--- config.mk ---
export PLATFORM = sky130hd
export DESIGN_NAME = traffic_ctrl
export DESIGN_NICKNAME = d
export VERILOG_FILES = /design/src/rtl/traffic_ctrl.sv
export SDC_FILE = /design/constraint.sdc
export NUM_CORES = 1
export LEC_CHECK = 0
export CAP_MARGIN = 25
export CORE_AREA = 2 2 39 41
export CTS_BUF_LIST = sky130_fd_sc_hd__clkbuf_16
export CTS_CLUSTER_DIAMETER = 40
export DETAILED_ROUTE_END_ITERATION = 8
export DIE_AREA = 0 0 41 43
export PLACE_DENSITY = 0.62
export SLEW_MARGIN = 20
export SYNTH_ARGS = -nofsm -noshare
export SYNTH_HDL_FRONTEND = slang
export SYNTH_SLANG_ARGS = --single-unit
--- constraint.sdc ---
create_clock -name clk -period 2.9 [get_ports clk]
set_clock_uncertainty 0.05 [all_clocks]
set_input_delay 0.58 -clock clk [delete_from_list [all_inputs] [get_ports clk]]
set_output_delay 0.58 -clock clk [all_outputs]
set_load 0.02 [all_outputs]
--- src/rtl/traffic_ctrl.sv ---
// -----------------------------------------------------------------------------
// traffic_ctrl
//   Highway / farm-road traffic light controller. It starts the paired
//   interval timer with a one-cycle `sc` pulse on every state entry, checks
//   the timer's registered echo `fb`, and walks the lamps through
//   HG -> HY -> FG -> FY -> HG driven by the synchronized car sensor.
//   Any break in the sc/fb handshake parks the controller in FAULT
//   (both heads red) until reset.
//
// Parameters
//   SYNC_STAGES : flops on the asynchronous car sensor input (must be >= 2)
//
// Ports
//   clk   in   system clock, rising edge
//   rst   in   asynchronous active-low reset
//   c     in   farm-road car present (asynchronous to clk)
//   tl    in   timer long timeout (count 29, saturating)
//   ts    in   timer short timeout (count 2, single cycle)
//   fb    in   timer start echo (registered copy of sc)
//   sc    out  start-count pulse to the timer
//   hl    out  highway lamp  (00 green, 01 yellow, 10 red)
//   fl    out  farm lamp     (same encoding)
//   fault out  handshake fault, sticky until reset
// -----------------------------------------------------------------------------
module traffic_ctrl #(
    parameter int SYNC_STAGES = 2
) (
    input  logic       clk,
    input  logic       rst,
    input  logic       c,
    input  logic       tl,
    input  logic       ts,
    input  logic       fb,
    output logic       sc,
    output logic [1:0] hl,
    output logic [1:0] fl,
    output logic       fault
);

    typedef enum logic [2:0] {
        S_HG    = 3'd0,
        S_HY    = 3'd1,
        S_FG    = 3'd2,
        S_FY    = 3'd3,
        S_FAULT = 3'd4
    } state_t;

    localparam logic [1:0] LAMP_G = 2'b00;
    localparam logic [1:0] LAMP_Y = 2'b01;
    localparam logic [1:0] LAMP_R = 2'b10;

    // ------------------------------------------------------------------
    // State
    // ------------------------------------------------------------------
    logic [SYNC_STAGES-1:0] sync_q, sync_d;
    state_t                 state_q, state_d;
    logic                   sc_q, sc_d;
    logic                   sc_dly_q, sc_dly_d;   // sc delayed one cycle: what fb must equal
    logic                   armed_q, armed_d;
    logic                   fault_q, fault_d;
    logic [1:0]             hl_q, hl_d;
    logic [1:0]             fl_q, fl_d;

    logic c_s;
    logic tl_a;
    logic ts_a;
    logic hs_err;

    // Car sensor synchronizer: shift in at bit 0, use the oldest bit.
    assign c_s = sync_q[SYNC_STAGES-1];

    always_comb begin
        sync_d = {sync_q[SYNC_STAGES-2:0], c};
    end

    // ------------------------------------------------------------------
    // Next state / outputs
    // ------------------------------------------------------------------
    always_comb begin
        state_d  = state_q;
        sc_d     = 1'b0;
        sc_dly_d = sc_q;
        armed_d  = armed_q;
        fault_d  = fault_q;
        hl_d     = hl_q;
        fl_d     = fl_q;

        // Timeout flags are only trusted once the timer has echoed the
        // latest start; before that they may still describe the previous
        // interval.
        tl_a   = armed_q & tl;
        ts_a   = armed_q & ts;
        hs_err = (fb != sc_dly_q);

        if (state_q != S_FAULT) begin
            if (hs_err) begin
                state_d = S_FAULT;
            end else begin
                case (state_q)
                    S_HG:    if (c_s && tl_a)  state_d = S_HY;
                    S_HY:    if (ts_a)         state_d = S_FG;
                    S_FG:    if (!c_s || tl_a) state_d = S_FY;
                    S_FY:    if (ts_a)         state_d = S_HG;
                    default:                   state_d = S_FAULT;
                endcase
            end
        end

        // One start pulse on the first cycle of every normal state.
        sc_d = (state_d != state_q) && (state_d != S_FAULT);

        // Disarm on a new start; re-arm once the echo lines up with it.
        if (sc_d)
            armed_d = 1'b0;
        else if (fb && sc_dly_q)
            armed_d = 1'b1;

        fault_d = (state_d == S_FAULT);

        // Lamps decode the next state so they switch on the same edge.
        case (state_d)
            S_HG:    begin hl_d = LAMP_G; fl_d = LAMP_R; end
            S_HY:    begin hl_d = LAMP_Y; fl_d = LAMP_R; end
            S_FG:    begin hl_d = LAMP_R; fl_d = LAMP_G; end
            S_FY:    begin hl_d = LAMP_R; fl_d = LAMP_Y; end
            default: begin hl_d = LAMP_R; fl_d = LAMP_R; end
        endcase
    end

    // ------------------------------------------------------------------
    // Registers. Reset looks like a fresh HG entry: sc is already high so
    // the timer restarts on the first edge after release.
    // ------------------------------------------------------------------
    always_ff @(posedge clk or negedge rst) begin
        if (!rst) begin
            sync_q   <= '0;
            state_q  <= S_HG;
            sc_q     <= 1'b1;
            sc_dly_q <= 1'b0;
            armed_q  <= 1'b0;
            fault_q  <= 1'b0;
            hl_q     <= LAMP_G;
            fl_q     <= LAMP_R;
        end else begin
            sync_q   <= sync_d;
            state_q  <= state_d;
            sc_q     <= sc_d;
            sc_dly_q <= sc_dly_d;
            armed_q  <= armed_d;
            fault_q  <= fault_d;
            hl_q     <= hl_d;
            fl_q     <= fl_d;
        end
    end

    assign sc    = sc_q;
    assign hl    = hl_q;
    assign fl    = fl_q;
    assign fault = fault_q;

endmodule

==> results <==
- Summing all placed instances gives a cell area of 599 sq um.
- The reg-to-reg setup timing slack is 1.48 ns.
- Yosys mapped a number of flops with a built-in enable equal to 0.
- Dividing the detail-routed wire length by the instance count gives 10.9 um.
- Setup repair after global routing left no endpoint under its margin.
- The fraction of the cycle the final worst path needs is 68.3%.
- Subtracting the final worst setup slack from the clock period gives 1.98 ns.
- Of the cells placed in the final design, the portion with a size suffix greater than 1 is 18.8%.
- The max-slew violation count came to 0.
- The residual antenna-violating net count after detailed routing is 0.
- Input and output buffers added on the ports amount to 11.
- The number of endpoints with negative hold slack in the final report is 0.
- Along the worst hold path, the cell count comes to 0.
- The iteration count of the initial detailed-routing pass is 4.
- The family with the most delay on the worst path is buffers and inverters.
- Once routing completed, OpenROAD measured the worst setup slack at 0.919 ns.
- The wire length reported by the detailed router is 695 um.
- The total buffers and inverters traversed by the critical path is 1.
- The capture instance of the worst register-to-register path is armed_q.
- For this run, the post-layout net count is 56.
- The flow ran to the end, and the final reports show no timing, DRC or antenna violations.
- The top cell types in the final layout, fill and taps aside, are dfrtp_1 (11), clkdlybuf4s50_1 (11), inv_1 (5).
- Headroom to the max-slew limit came out at 64.1%.
- VDD sags by at most 423 uV.
- The via count of the first global-routing pass is 292.
- For this run, the slowest stage of the critical path takes 0.59 ns.
- The number of top-level pins is 12.
- The worst hold path belongs to the class reg2reg.
- Tracing the worst setup path back leads to its startpoint at sc.
- In the global route stage, overall resource usage came out at 11.6%.
- In this run the horizontal extent of the chip is 41 um.
- The CTS root buffer is clkbuf_16.
- The required time of the critical path is 2.27 ns.
- Once the clock tree was built, the resizer swapped 0 gates to a different size.
- The count of different cell masters after synthesis is 17.
- The sequential-to-total area share from yosys stat is 69.9%.
- The die covers 0.00176 sq mm.
- The fill cell instance count of the final layout is 121.
- In this run the power density over the cells is 661 mW/mm^2.
- Counting flops and latches in the post-synthesis netlist gives 13.
- Adding up every negative setup slack in the final design gives 0 ns.
- The total number of H-tree levels is 1.
- The wire length of the first global-routing pass is 1240 um.
- The starting density of the core is 33.9%.
- In this run, CTS created clock tree buffers numbering 3.
- The area of the placeable core is 0.00138 sq mm.
- Setup violations remaining at the end of the flow were counted as 0.
- Once the clock tree was built, the setup fixing pass inserted 0 buffers.
- Hold repair after CTS inserted 0 buffers.
- Once layout is done, the placed cells without fillers occupy 678 sq um.
- The DRC violation count after routing is 0.
- The fmax is 0.505 GHz.
- In the synthesized netlist the dominant register cell turns out to be dfrtp_1.
- The overall die height is 43 um.
- The cell area after synthesis is 469 sq um.
- In the post-synthesis netlist, the biggest area contributors are dfrtp_1 (59%), dfstp_2 (11%), o311ai_2 (3.5%).
- For the pin with the worst max-slew slack, the measured transition is 0.536 ns.
- The kind of end point of the critical path is a primary output.
- Compared with the post-synthesis result, the final layout area differs by 44.5%.
- The worst setup path is of the reg2out kind.
- The clock reaches the later pin of the worst-skew pair after 0.24 ns.
- OpenSTA, run right after detailed placement, puts the worst setup slack at 0.810 ns.
- The cell type with the largest total area after synthesis is dfrtp_1.
- The signal on the critical path passes through clkdlybuf4s50_1.
- The initial antenna violation count is 0.
- STA classifies the critical path startpoint as a register.
- In the synthesized netlist, the number of instances is 33.
- The leakage dissipation is 0.287 nW.
- In this run the core area contains 14 standard-cell rows.
- The data arrival time at the worst-slack endpoint is 1.35 ns.
- The average instance area after synthesis is 14.2 sq um.
- The total overflow left after global routing is 0.
- Of all nets on the critical path, the largest fanout is 2.
- TritonCTS built the clock tree.
- For this design, the slowest cell found on the critical path is clkdlybuf4s50_1.
- The tree built by TritonCTS fans out to 13 sinks.
- The number of warnings printed during yosys synthesis is 0.
- The via count of the routed design is 282.
- The number of nets in the synthesized netlist is 40.
- The tool flagged a number of max-cap violations equal to 0.
- The sequential cells in the finished layout cover a total of 328 sq um.
- The fraction of registers with async set/reset is 100%.
- The total inserted antenna cells is 0.
- The synthesized design devotes to its leading area cell type 58.7% of total area.
- The hold path startpoint is sync_q[0].
- The clock passes through at most 2 buffers.
- The startpoint identified for the worst register-to-register timing path is sc_dly_q.
- The post-DP HPWL is 527 um.
- The congestion estimate from routability-driven global placement came to 0.812.
- The clock slew at the register clock pins of the worst setup and hold paths is 0.04 ns.
- The worst register-to-register path has a depth of 4.
- The largest net degree at the start of global routing is 14.
- In the routed layout, each cell is associated on average with a via count of 4.41.
- The multi-input logic area is 126 sq um.
- The endpoint of the worst hold-timing path is sync_q[1].
- For this block, the initial DRC count from the detailed router was 2.
## layer usage
layer	routed length, um	global-route usage, %	up-vias	share of wire, %
li1	-	-	136	-
met1	274	12.6	132	39
met2	327	15.3	12	47
met3	62	4.71	2	8.9
met4	30	12.0	0	4.3
met5	0	0	-	0
## sequential cells by signal (all words and copies together) (netlist names)
name,cells
hl,2
sync_q,2
state_q,3
sc_dly_q,1
fl,2
armed_q,1
sc,1
fault,1
## layout make-up
cell class / count / area share [%]
clock buffers: 3 / 11.1
flip-flops and latches: 13 / 48.3
inverters: 4 / 2.21
multi-input cells: 16 / 18.6
repair buffers: 11 / 16.2
well taps: 16 / 2.95
clock inverters: 1 / 0.554
## kinds of logic after synthesis
kind of cell    after synthesis  share of synthesized area (%)
flops                        13                           69.9
simple gates                 11                           15.2
buf+inv                       4                           3.20
compound gates                3                           7.20
xor+xnor                      1                           1.87
fa+ha+maj                     1                           2.67
## through the flow
step | hold slack [ns] | power [mW] | std cells | utilization [%]
finish | 0.304 | 0.448 | 64 | 49.0
floorplan | 0.234 | 0.189 | 33 | -
global route | 0.315 | 0.469 | 64 | 49.0
global placement | 0.287 | 0.200 | 60 | 43.3
CTS | 0.309 | 0.456 | 64 | 49.0
detailed placement | 0.299 | 0.200 | 60 | 43.3
## worst max path at each step
stage | end | slack (ns) | depth (start not counted)
after detailed placement | armed_q | 0.81 | 5
after global placement | armed_q | 0.83 | 5
after CTS | sc | 0.91 | 1
final | sc | 0.92 | 1
after global routing | sc | 0.88 | 1
after floorplan | armed_q | 1.30 | 4
## cell usage after synthesis (2+ instances only)
library cell,instances
nor2_1,3
dfstp_2,2
inv_1,4
dfrtp_1,11
## where the power goes
group          switching [mW]  internal [mW]  leakage, nW
clock                  0.0699          0.181       0.0423
sequential            0.00107          0.184        0.154
combinational         0.00488        0.00702       0.0911
total                  0.0759          0.372        0.287
(Power assumes the default switching activity.)
